### config.mk
export PLATFORM = sky130hd
export DESIGN_NAME = usb_tx
export DESIGN_NICKNAME = d
export VERILOG_FILES = /design/src/rtl/usb_tx.sv
export SDC_FILE = /design/constraint.sdc
export NUM_CORES = 1
export LEC_CHECK = 0
export ABC_AREA = 1
export CORE_AREA = 2 2 115 117
export CTS_CLUSTER_DIAMETER = 80
export DETAILED_ROUTE_END_ITERATION = 10
export DIE_AREA = 0 0 117 119
export GPL_TIMING_DRIVEN = 0
export SKIP_LAST_GASP = 1
export SYNTH_ARGS = -nofsm -noshare
export SYNTH_HDL_FRONTEND = slang
export SYNTH_SLANG_ARGS = --single-unit
### constraint.sdc
create_clock -name clk48 -period 12.2 [get_ports clk48]
set_input_delay 1.22 -clock clk48 [delete_from_list [all_inputs] [get_ports clk48]]
set_output_delay 1.22 -clock clk48 [all_outputs]
set_load 0.02 [all_outputs]
### src/rtl/usb_tx.sv
// usb_tx: full-speed USB packet transmitter (SYNC, NRZI, bit stuffing, EOP) fed from a word buffer.
// Define USB_TX_CRC16_EN to build the optional CRC16 append stage.
module usb_tx (
  input  logic        clk48,
  input  logic        rst_n,
  input  logic        start,
  input  logic [9:0]  length,
  input  logic        append_crc,
  output logic [7:0]  buffer_address,
  input  logic [31:0] buffer_read_value,
  output logic        usb_d_p_out,
  output logic        usb_d_n_out,
  output logic        usb_oe,
  output logic        busy,
  output logic        done
);

  typedef enum logic [2:0] {
    StIdle,
    StSync,
    StData,
`ifdef USB_TX_CRC16_EN
    StCrc,
`endif
    StEopSe0,
    StEopJ
  } state_e;

  state_e      state_q, state_d;
  logic [1:0]  phase_q, phase_d;
  logic [3:0]  bit_q, bit_d;
  logic [9:0]  byte_q, byte_d;
  logic [9:0]  len_q, len_d;
  logic [31:0] word_q, word_d;
  logic [7:0]  addr_q, addr_d;
  logic [2:0]  ones_q, ones_d;
  logic        line_q, line_d;  // 1 = J, 0 = K
  logic        done_q, done_d;

  logic        send;
  logic        send_bit;
  logic        begin_byte;
  logic [9:0]  next_byte;
  logic [3:0]  bit_nx;
  logic [7:0]  cur_byte;

`ifdef USB_TX_CRC16_EN
  logic        crc_en_q, crc_en_d;
  logic [15:0] crc_q, crc_d;
  logic        crc_upd;
`else
  logic        unused_append_crc;
  assign unused_append_crc = append_crc;
`endif

  assign bit_nx   = bit_q + 4'd1;
  assign cur_byte = word_q[{byte_q[1:0], 3'b000} +: 8];

  always_comb begin
    state_d    = state_q;
    phase_d    = phase_q;
    bit_d      = bit_q;
    byte_d     = byte_q;
    len_d      = len_q;
    word_d     = word_q;
    addr_d     = addr_q;
    ones_d     = ones_q;
    line_d     = line_q;
    done_d     = 1'b0;
    send       = 1'b0;
    send_bit   = 1'b0;
    begin_byte = 1'b0;
    next_byte  = 10'd0;
`ifdef USB_TX_CRC16_EN
    crc_en_d   = crc_en_q;
    crc_d      = crc_q;
    crc_upd    = 1'b0;
`endif
    unique case (state_q)
      StIdle: begin
        phase_d = 2'd0;
        if (start && length != 10'd0) begin
          state_d = StSync;
          len_d   = length;
          bit_d   = 4'd0;
          byte_d  = 10'd0;
          addr_d  = 8'd0;
          ones_d  = 3'd0;
          line_d  = 1'b0;  // first SYNC bit is a 0, so the line leaves J at once
`ifdef USB_TX_CRC16_EN
          crc_en_d = append_crc;
          crc_d    = 16'hFFFF;
`endif
        end
      end
      StEopSe0: begin
        phase_d = phase_q + 2'd1;
        if (phase_q == 2'd3) begin
          if (bit_q[0]) begin
            state_d = StEopJ;
            bit_d   = 4'd0;
          end else begin
            bit_d = 4'd1;
          end
        end
      end
      StEopJ: begin
        phase_d = phase_q + 2'd1;
        if (phase_q == 2'd3) begin
          state_d = StIdle;
          done_d  = 1'b1;
          line_d  = 1'b1;
        end
      end
      default: begin
        phase_d = phase_q + 2'd1;
        if (phase_q == 2'd3) begin
          if (ones_q == 3'd6) begin
            // stuffed 0: toggle without advancing the bit position
            line_d = ~line_q;
            ones_d = 3'd0;
          end else if (state_q == StSync) begin
            if (bit_q[2:0] != 3'd7) begin
              bit_d    = bit_nx;
              send     = 1'b1;
              send_bit = (bit_q[2:0] == 3'd6);
            end else begin
              begin_byte = 1'b1;
              next_byte  = 10'd0;
            end
          end else if (state_q == StData) begin
            if (bit_q[2:0] != 3'd7) begin
              bit_d    = bit_nx;
              send     = 1'b1;
              send_bit = cur_byte[bit_nx[2:0]];
`ifdef USB_TX_CRC16_EN
              crc_upd  = (byte_q != 10'd0);
`endif
            end else if (byte_q + 10'd1 < len_q) begin
              begin_byte = 1'b1;
              next_byte  = byte_q + 10'd1;
            end
`ifdef USB_TX_CRC16_EN
            else if (crc_en_q) begin
              state_d  = StCrc;
              bit_d    = 4'd0;
              send     = 1'b1;
              send_bit = ~crc_q[0];
            end
`endif
            else begin
              state_d = StEopSe0;
              bit_d   = 4'd0;
              ones_d  = 3'd0;
            end
          end
`ifdef USB_TX_CRC16_EN
          else if (bit_q != 4'd15) begin
            bit_d    = bit_nx;
            send     = 1'b1;
            send_bit = ~crc_q[bit_nx];
          end else begin
            state_d = StEopSe0;
            bit_d   = 4'd0;
            ones_d  = 3'd0;
          end
`endif
        end
      end
    endcase

    if (begin_byte) begin
      state_d = StData;
      byte_d  = next_byte;
      bit_d   = 4'd0;
      send    = 1'b1;
      if (next_byte[1:0] == 2'd0) begin
        // word was prefetched at addr_q; point at the next one only if it is needed
        word_d   = buffer_read_value;
        send_bit = buffer_read_value[0];
        if ({1'b0, next_byte} + 11'd4 < {1'b0, len_q}) begin
          addr_d = addr_q + 8'd1;
        end
      end else begin
        send_bit = word_q[{next_byte[1:0], 3'b000}];
      end
`ifdef USB_TX_CRC16_EN
      crc_upd = (next_byte != 10'd0);
`endif
    end

    if (send) begin
      line_d = send_bit ? line_q : ~line_q;
      ones_d = send_bit ? ones_q + 3'd1 : 3'd0;
    end

`ifdef USB_TX_CRC16_EN
    if (crc_upd) begin
      crc_d = {1'b0, crc_q[15:1]} ^ ((crc_q[0] ^ send_bit) ? 16'hA001 : 16'h0000);
    end
`endif
  end

  always_ff @(posedge clk48 or negedge rst_n) begin
    if (!rst_n) begin
      state_q  <= StIdle;
      phase_q  <= 2'd0;
      bit_q    <= 4'd0;
      byte_q   <= 10'd0;
      len_q    <= 10'd0;
      word_q   <= 32'd0;
      addr_q   <= 8'd0;
      ones_q   <= 3'd0;
      line_q   <= 1'b1;
      done_q   <= 1'b0;
`ifdef USB_TX_CRC16_EN
      crc_en_q <= 1'b0;
      crc_q    <= 16'd0;
`endif
    end else begin
      state_q  <= state_d;
      phase_q  <= phase_d;
      bit_q    <= bit_d;
      byte_q   <= byte_d;
      len_q    <= len_d;
      word_q   <= word_d;
      addr_q   <= addr_d;
      ones_q   <= ones_d;
      line_q   <= line_d;
      done_q   <= done_d;
`ifdef USB_TX_CRC16_EN
      crc_en_q <= crc_en_d;
      crc_q    <= crc_d;
`endif
    end
  end

  assign busy           = (state_q != StIdle);
  assign usb_oe         = busy;
  assign done           = done_q;
  assign buffer_address = addr_q;

  always_comb begin
    usb_d_p_out = 1'b1;
    usb_d_n_out = 1'b0;
    unique case (state_q)
      StIdle, StEopJ: begin
        usb_d_p_out = 1'b1;
        usb_d_n_out = 1'b0;
      end
      StEopSe0: begin
        usb_d_p_out = 1'b0;
        usb_d_n_out = 1'b0;
      end
      default: begin
        usb_d_p_out = line_q;
        usb_d_n_out = ~line_q;
      end
    endcase
  end

endmodule

==> impl_metrics.tcl <==
set metrics [dict create \
    status "finished, final reports clean" \
    maxSlewViolCount 0 \
    clock.fmax_ghz 0.203 \
    fin_cells 872 \
    synth_most_common_cell "nand2_1" \
    antenna_found_initial 0 \
    ys_ff_latch 73 \
    synth_top_cell_by_area "dfrtp_1" \
    cap_violations 0 \
    r2r_cells 30 \
    cts_tree "yes" \
    netlist_top_cells_count "nand2_1 (248), dfrtp_1 (72), inv_1 (67)" \
    fin_tns_setup_ns 0 \
    slowest_delay_ns 0.37 \
    fin_skew_ns 0.00971 \
    dp_hpwl_microns 8190 \
    power_leakage_uw 0.00287 \
    fin_ws_ns 7.27 \
    htree_levels 3 \
    die_y_microns 119 \
    holdBufCountCts 0 \
    overflow 0 \
    clk_pin_slew_ns 0.06 \
    dieWidth_microns 117 \
    hold_end "phase_q[0]" \
    hold_violations 0 \
    cts_resized 0 \
    vdd_drop_max_v 0.0000711 \
    cts_buffer_depth 2 \
    cts_root_buf "clkbuf_16" \
    numClockSinks 73 \
    vias 4095 \
    grt_usage_pct 16.2 \
    synth_cells 622 \
    synth.distinct_cells 35 \
    ant_nets 0 \
    post-cts-setup-buffer-count 0 \
    min_delay_path_depth 1 \
    power_per_cell_area_nw_per_um2 181 \
    r2r_slack_ns 7.27 \
    holdCritPathClass "reg2reg" \
    dr.pass1.iters 5 \
    diodes 0 \
    setup.worst_path.class "reg2reg" \
    cts_buffers 9 \
    port_buffers 57 \
    synth-edff-count 0 \
    core-area_sq_um 12900 \
    grt_pass1_vias 3920 \
    syn_to_final_growth_pct 24.9 \
    tightest_slew_ns 0.551 \
    avgSynthCellArea_sq_um 7.22 \
    critPathRequiredTime_ns 12.42 \
    route.detailed.wl_per_inst_microns 12.2 \
    start_util_pct 34.9 \
    rsz0062_at_grt "false" \
    hp-start "phase_q[0]" \
    vias_per_cell 4.70 \
    grt_pass1_wl_microns 18000 \
    async_reset_ff_share_pct 100 \
    drt_iter0_markers 190 \
    path_max_fanout 10 \
    dieArea_sq_um 13900 \
    ys.flop_type "dfrtp_1" \
    fin_crit_ns 4.93 \
    reg2reg_to "buffer_address[6]" \
    synth-seq-area-share_pct 40.7 \
    grt_max_degree 44 \
    end_kind "register" \
    r2r_start "byte_q[0]" \
    syn-cell-area_sq_um 4490 \
    slew-limit-headroom_pct 63.3 \
    yosysWarningCount 0 \
    clock_latency_ns 0.34 \
    drc 0 \
    period_share_pct 40.4 \
    fin_nets 764 \
    drive_above_1_share_pct 7.61 \
    preCtsSetupSlack_ns 7.30 \
    setup_violations 0 \
    place_inst 856 \
    fp-row-count 42 \
    synth_top_area_share_pct 40.1 \
    cp_common_cell "nand2_1" \
    synth_area_leaders "dfrtp_1 (40%), nand2_1 (21%), ha_1 (7.5%), nand3_1 (6.8%), inv_1 (5.6%)" \
    gp_congestion 0.879 \
    drt_wl_total_microns 10600 \
    start_kind "register" \
    slowest_stage "dfrtp_1" \
    pin_count 59 \
    hold_ws_ns 0.452 \
    arrival_ns 5.15 \
    synth_nets 695 \
]
==> placed cells by master, fill, tap and decap left out, types with 4 or more instances in the layout <==
cell	n
nand2_1	248
dfrtp_1	72
inv_1	67
nand3_1	61
clkdlybuf4s50_1	56
nor2_1	33
ha_1	27
o21ai_0	25
a21oi_1	10
xor2_1	10
inv_2	9
clkbuf_16	9
nand4_1	7
buf_2	6
clkbuf_1	6
xnor2_1	5
nor2_2	4
buf_4	4
==> registers in the layout, summed over array words and instances (netlist names) <==
| name | cells |
|---|---|
| bit_q | 3 |
| buffer_address | 8 |
| byte_q | 10 |
| done | 1 |
| len_q | 10 |
| line_q | 1 |
| ones_q | 3 |
| phase_q | 2 |
| state_q | 3 |
| word_q | 32 |
==> area by class of cell <==
class / instances / area [sq um]
fill: 1327 / 7260
clock inverter: 6 / 72.6
clock buffer: 10 / 239
sequential: 73 / 1830
inverter: 79 / 297
multi-input combinational: 455 / 2290
buffer: 15 / 75.1
timing repair buffer: 58 / 588
tap: 176 / 220
==> cell families (layout without fill, tap and decap cells) <==
logic type | count (synthesis) | count (layout) | synth area share, %
AOI/OAI and AO/OA | 47 | 47 | 5.90
xor gates and xnor gates | 15 | 15 | 2.92
adders and majority gates | 27 | 27 | 7.52
buffers and inverters | 94 | 168 | 8.27
DFF | 73 | 73 | 40.7
and+or+nand+nor | 366 | 366 | 34.7
==> metrics by stage <==
step | total power (uW) | area, sq um | utilization (%)
after floorplan | 629 | 4490 | -
after global placement | 731 | 5280 | 41.0
after detailed placement | 743 | 5300 | 41.2
after CTS | 1020 | 5610 | 43.6
after global routing | 1100 | 5610 | 43.6
final | 1010 | 5610 | 43.6
==> worst max path at each step <==
stage | start | to | slack (ns) | cells after the start
6_report | byte_q[0] | buffer_address[6] | 7.27 | 30
5_1_grt | byte_q[0] | buffer_address[6] | 6.78 | 30
4_1_cts | byte_q[0] | buffer_address[6] | 7.26 | 30
3_5_place_dp | byte_q[0] | buffer_address[6] | 7.30 | 30
3_3_place_gp | rst_n | word_q[11] | 7.34 | 1
2_1_floorplan | byte_q[0] | buffer_address[0] | 8.10 | 30
==> layer usage <==
metal  wire length, microns  vias to the layer above  track usage (%)
met5                      0                        -                0
met4                     83                        0             4.49
met3                    396                        7             3.26
met2                   5240                       84             27.3
met1                   4920                     1904             20.9
li1                       -                     2100                -
==> worst max-delay path, delay by kind of cell (launching register included) <==
family	cells	cell delay, ns
flip-flops	1	0.37
adder cells (fa/ha/maj)	3	0.73
buffers and inverters	6	0.55
AND/OR/NAND/NOR	17	2.28
XOR/XNOR	1	0.25
AO/OA/AOI/OAI	3	0.63
==> report_power, final <==
part | internal, uW | leakage (uW) | switching, uW | total (uW)
clock | 166 | 0.000150 | 110 | 276
sequential | 326 | 0.000829 | 50.0 | 376
combinational | 142 | 0.00190 | 220 | 362
total | 634 | 0.00287 | 380 | 1010
No activity file was read; power rests on OpenSTA's default activity.
